**config.mk**
```make
export PLATFORM = sky130hd
export DESIGN_NAME = fetch_queue
export DESIGN_NICKNAME = d
export VERILOG_FILES = /design/src/rtl/fetch_queue.sv
export SDC_FILE = /design/constraint.sdc
export NUM_CORES = 1
export LEC_CHECK = 0
export CAP_MARGIN = 30
export CORE_ASPECT_RATIO = 0.6
export CORE_MARGIN = 2
export CORE_UTILIZATION = 30
export CTS_BUF_LIST = sky130_fd_sc_hd__clkbuf_16
export CTS_CLUSTER_DIAMETER = 60
export CTS_CLUSTER_SIZE = 25
export DETAILED_ROUTE_END_ITERATION = 10
export HOLD_SLACK_MARGIN = 0.02
export PLACE_DENSITY_LB_ADDON = 0.25
export SYNTH_ARGS = -nofsm -noshare
export SYNTH_HDL_FRONTEND = slang
export SYNTH_SLANG_ARGS = --single-unit
```
**constraint.sdc**
```tcl
create_clock -name clk -period 6.7 [get_ports clk]
set_clock_uncertainty 0.1 [all_clocks]
set_input_delay 2.01 -clock clk [delete_from_list [all_inputs] [get_ports clk]]
set_output_delay 2.01 -clock clk [all_outputs]
set_load 0.02 [all_outputs]
```
**src/rtl/fetch_queue.sv**
```systemverilog
// IF/ID instruction fetch queue: DEPTH-entry circular buffer of {pc, instr} with PC back-pressure and flush.
// Optional FETCHQ_BYPASS_EN: zero-latency empty-queue bypass from fetch inputs to the id_* outputs.
module fetch_queue #(
    parameter int DEPTH   = 4,
    parameter int PC_W    = 32,
    parameter int INSTR_W = 32
) (
    input  logic                     clk,
    input  logic                     rst,
    input  logic [PC_W-1:0]          fetch_pc,
    input  logic [INSTR_W-1:0]       fetch_instr,
    input  logic                     fetch_valid,
    output logic                     pc_write,
    input  logic                     flush,
    output logic [PC_W-1:0]          id_pc,
    output logic [INSTR_W-1:0]       id_instr,
    output logic                     id_valid,
    input  logic                     id_ready,
    output logic [$clog2(DEPTH):0]   count
);

    localparam int AW = $clog2(DEPTH);
    localparam int CW = AW + 1;
    localparam logic [CW-1:0] FULL_CNT = CW'(DEPTH);

    logic [PC_W-1:0]    pc_mem    [DEPTH];
    logic [INSTR_W-1:0] instr_mem [DEPTH];

    logic [AW-1:0] wr_ptr_q, wr_ptr_d;
    logic [AW-1:0] rd_ptr_q, rd_ptr_d;
    logic [CW-1:0] count_q, count_d;

    logic full_s;
    logic empty_s;
    logic byp_s;
    logic enq_s;
    logic deq_s;

    // Occupancy flags, derived from registered count only
    always_comb begin
        full_s  = (count_q == FULL_CNT);
        empty_s = (count_q == {CW{1'b0}});
    end

`ifdef FETCHQ_BYPASS_EN
    assign byp_s = empty_s & fetch_valid & ~flush;
`else
    assign byp_s = 1'b0;
`endif

    // A bypassed entry taken by decode the same cycle is never written
    always_comb begin
        enq_s = fetch_valid & ~full_s & ~flush & ~(byp_s & id_ready);
        deq_s = ~empty_s & id_ready & ~flush;
    end

    // Head presentation and PC back-pressure
    always_comb begin
        id_valid = ~empty_s | byp_s;
        pc_write = ~full_s;
        if (!empty_s) begin
            id_pc    = pc_mem[rd_ptr_q];
            id_instr = instr_mem[rd_ptr_q];
        end else if (byp_s) begin
            id_pc    = fetch_pc;
            id_instr = fetch_instr;
        end else begin
            id_pc    = {PC_W{1'b0}};
            id_instr = {INSTR_W{1'b0}};
        end
    end

    // Pointer and occupancy next state; flush overrides any handshake
    always_comb begin
        wr_ptr_d = wr_ptr_q;
        rd_ptr_d = rd_ptr_q;
        count_d  = count_q;
        if (flush) begin
            rd_ptr_d = wr_ptr_q;
            count_d  = {CW{1'b0}};
        end else begin
            if (enq_s) begin
                wr_ptr_d = wr_ptr_q + AW'(1'b1);
            end else begin
                wr_ptr_d = wr_ptr_q;
            end
            if (deq_s) begin
                rd_ptr_d = rd_ptr_q + AW'(1'b1);
            end else begin
                rd_ptr_d = rd_ptr_q;
            end
            case ({enq_s, deq_s})
                2'b10:   count_d = count_q + CW'(1'b1);
                2'b01:   count_d = count_q - CW'(1'b1);
                default: count_d = count_q;
            endcase
        end
    end

    // Control state registers
    always_ff @(posedge clk or negedge rst) begin
        if (!rst) begin
            wr_ptr_q <= {AW{1'b0}};
            rd_ptr_q <= {AW{1'b0}};
            count_q  <= {CW{1'b0}};
        end else begin
            wr_ptr_q <= wr_ptr_d;
            rd_ptr_q <= rd_ptr_d;
            count_q  <= count_d;
        end
    end

    // Entry storage, intentionally not reset
    always_ff @(posedge clk) begin
        if (enq_s) begin
            pc_mem[wr_ptr_q]    <= fetch_pc;
            instr_mem[wr_ptr_q] <= fetch_instr;
        end
    end

    assign count = count_q;

endmodule
```
==> flow_summary_export.csv <==
group,metric,value,unit
timing,worst_pin_slew,738,ps
final_layout,finalInstanceArea,0.0128,sq mm
min_path,hp-start,"wr_ptr_q[0]$_DFFE_PN0P_",
setup_path,cp-start-kind,"flip-flop",
timing,tns,0,ps
grt,grt_pass1_vias,5370,
setup_path,cpPeakStageDelay,780,ps
synthesis,synth_top_family_by_area,"multiplexers",
place,dp_slack,1990,ps
synthesis,ys_seq_elements,263,
place,io_buffers,137,
cts,clock-sinks,263,
setup_path,worst-setup-path-type,"flip-flop to primary output",
drt,vias_per_cell,4.54,
synthesis,synthFlopType,"edfxtp_1",
cts,cts-root-buf,"clkbuf_16",
synthesis,syn_nets,541,
power_and_ir_drop,vdd_drop_max,0.234,mV
grt,grt_use_total,12.1,%
drt,first_iter_violations,192,
drt,vias,4870,
timing,setup_ws,1510,ps
power_and_ir_drop,switching_share,28.1,%
power_and_ir_drop,internal_power,3.25,mW
synthesis,synth-xor-area-share,0.429,%
final_layout,final_common_cell,"edfxtp_1",
grt,antenna_found_initial,0,
place,hpwlAfterDp,12500,um
setup_path,r2r-start,"count[2]$_DFFE_PN0P_",
setup_path,cp_top_family,"buffers and inverters",
cts,cts_buffer_depth,3,
cts,cts_resized,0,
drt,postRouteAntennaNets,0,
setup_path,worstPathRequired,4590,ps
synthesis,synthMuxAreaShare,14.3,%
setup_path,crit_chain,"buf_12 -> mux4_2 -> and2_1 -> clkdlybuf4s50_1",
synthesis,synth_cell_types,30,
die,initial_utilization,30.4,%
setup_path,crit_fanout,44,
setup_path,r2r_end,"count[2]$_DFFE_PN0P_",
cts,cts_setup_buffers,0,
power_and_ir_drop,p_switching,1.27,mW
synthesis,async_flop_share,2.66,%
timing,drv_slew,0,
timing,fin_crit_sh,77.5,%
setup_path,cpMaxStageDelayCell,"dfrtp_4",
power_and_ir_drop,p_leak,4.00,nW
cts,clock_latency,490,ps
final_layout,layout_common_cells,"edfxtp_1 (256), clkdlybuf4s50_1 (137), mux4_2 (64), and2_1 (64), clkbuf_16 (17)",
synthesis,syn_area,0.0102,sq mm
grt,grt_pass1_wl,32400,um
die,io_pins,138,
timing,finalSetupViolations,0,
min_path,hold_end,"rd_ptr_q[0]$_DFFE_PN0P_",
die,rows,52,
min_path,min_path_type,"flip-flop to flip-flop",
setup_path,ff2ff_path_depth,8,
setup_path,reg2reg_slack,3820,ps
final_layout,multi_input_area,0.00220,sq mm
cts,clk_pin_slew,80,ps
final_layout,fillers,3094,
timing,hold_viol_final,0,
die,fp.dieH,147,um
power_and_ir_drop,p_per_area,354,mW/mm^2
synthesis,yosys.area_share.simple,5.28,%
cts,numCtsBuffers,17,
final_layout,drive_gt1_share,17.9,%
drt,wl,21200,um
synthesis,syn_inst,467,
setup_path,endpoint_kind,"primary output",
synthesis,syn_avg_cell_area,21.9,sq um
timing,final.min_clock_period,5190,ps
timing,maxSlewHeadroom,50.8,%
drt,dr.pass1.iters,5,
status,outcome,"finished, final reports clean",
synthesis,synthAdderAreaFrac,0.687,%
cts,cts_tree,"yes",
cts,cts_max_level,1,
setup_path,critPathBufInv,2,
timing,rsz0062_at_grt,"no",
setup_path,worstPathArrival,3080,ps
synthesis,synth-compound-area-share,0.674,%
synthesis,synth_edf_count,256,
die,die_width,242,um
power_and_ir_drop,seq_power_share,46.4,%
grt,grt-ovfl-total,0,
place,place_area,0.0122,sq mm
final_layout,syn_to_final_growth,25.2,%
job,timing.max_cap.violations,0,
final_layout,seq_area,0.00787,sq mm
cts,postCtsHoldBufs,0,
power_and_ir_drop,power_frac_comb,27.9,%
timing,fmax,193,MHz
drt,drc,0,
synthesis,ys_warn_count,0,
place,gp_congestion,0.652,
power_and_ir_drop,pwr-share-clk,25.7,%
final_layout,num_antenna_cells,0,
synthesis,yosysSeqAreaShare,77.0,%
min_path,hold_depth,2,
die,dieArea,0.0356,sq mm
final_layout,finalNetCount,677,
grt,grt_max_degree,68,
die,core_area,0.0336,sq mm
drt,drt-wirelength-per-cell,19.8,um
-- power groups by stage --
stage | logic (mW) | registers (mW) | clock network, mW
after floorplan | 0.864 | 2.06 | 0
after global placement | 1.19 | 2.20 | 0
after detailed placement | 1.30 | 2.15 | 0
after CTS | 1.30 | 2.11 | 1.22
after global routing | 1.36 | 2.13 | 1.27
final | 1.26 | 2.10 | 1.16
-- worst register-to-register path, stage by stage (launching register included) --
cell and delay, ps:
dfrtp_1 560, or3_4 690, nand2_1 210, a211oi_1 300, fa_1 280, nand2_1 100
xor2_1 160, o221a_2 270, a21oi_1 140
-- flip-flops by register name, summed over array words and instances, names as in the netlist --
signal and cells:
count 3, instr_mem 128, pc_mem 128, rd_ptr_q 2
wr_ptr_q 2
-- cell usage after synthesis, types with 2 or more instances --
cell type	number	share of area [%]
inv_1	2	0.074
edfxtp_1	256	75
nor3_1	2	0.098
nand2_1	6	0.22
xor2_1	3	0.26
ha_1	4	0.49
nor2_1	4	0.15
mux2_2	2	0.22
nand3_1	5	0.25
and2_1	68	4.2
buf_6	5	0.55
o21ai_0	4	0.20
xnor2_1	2	0.17
mux4_2	64	14
clkbuf_1	12	0.44
dfrtp_1	7	1.7
buf_2	8	0.39
-- worst max-delay path by stage --
stage	from	endpoint	slack, ps	cells past startpoint
after floorplan	flush	instr_mem[0][0]$_DFFE_PP_	2060	4
after detailed placement	rd_ptr_q[0]$_DFFE_PN0P_	id_pc[22]	1990	4
final	rd_ptr_q[0]$_DFFE_PN0P_	id_pc[21]	1510	4
after global routing	rd_ptr_q[0]$_DFFE_PN0P_	id_pc[21]	1270	4
after global placement	rd_ptr_q[0]$_DFFE_PN0P_	id_pc[26]	2000	4
after CTS	rd_ptr_q[0]$_DFFE_PN0P_	id_pc[21]	1430	4
-- per-stage QoR --
stage / util, % / hold WS (ps) / cells / power (mW)
2_1_floorplan: - / 407 / 467 / 2.93
3_5_place_dp: 36.3 / 472 / 1043 / 3.44
3_3_place_gp: 35.9 / 439 / 1038 / 3.39
5_1_grt: 38.1 / 544 / 1072 / 4.76
6_report: 38.1 / 499 / 1072 / 4.53
4_1_cts: 38.1 / 491 / 1072 / 4.63
-- layout make-up --
cell class / count / share of cell area (%)
clock inverter: 12 / 1.35
tap: 459 / 4.50
sequential: 263 / 61.6
clock buffer: 17 / 3.33
timing repair buffer: 143 / 12.0
inverter: 2 / 0.0588
multi-input combinational: 176 / 17.2
-- metal layers --
metal / wire length (um) / vias to the layer above / track usage [%]
met5: 0 / - / 0
met4: 242 / 0 / 1.82
met3: 1100 / 20 / 3.22
met2: 10700 / 125 / 21.1
met1: 9170 / 2572 / 15.4
li1: - / 2153 / -
-- cells by family (layout without fill, tap and decap cells) --
group / after synthesis / count (layout)
adders and majority gates: 5 / 5
xor gates and xnor gates: 5 / 5
AOI/OAI and AO/OA: 10 / 10
muxes: 66 / 66
and+or+nand+nor: 90 / 90
buffers and inverters: 28 / 174
DFF: 263 / 263
Power figures use the tool's default switching activity.
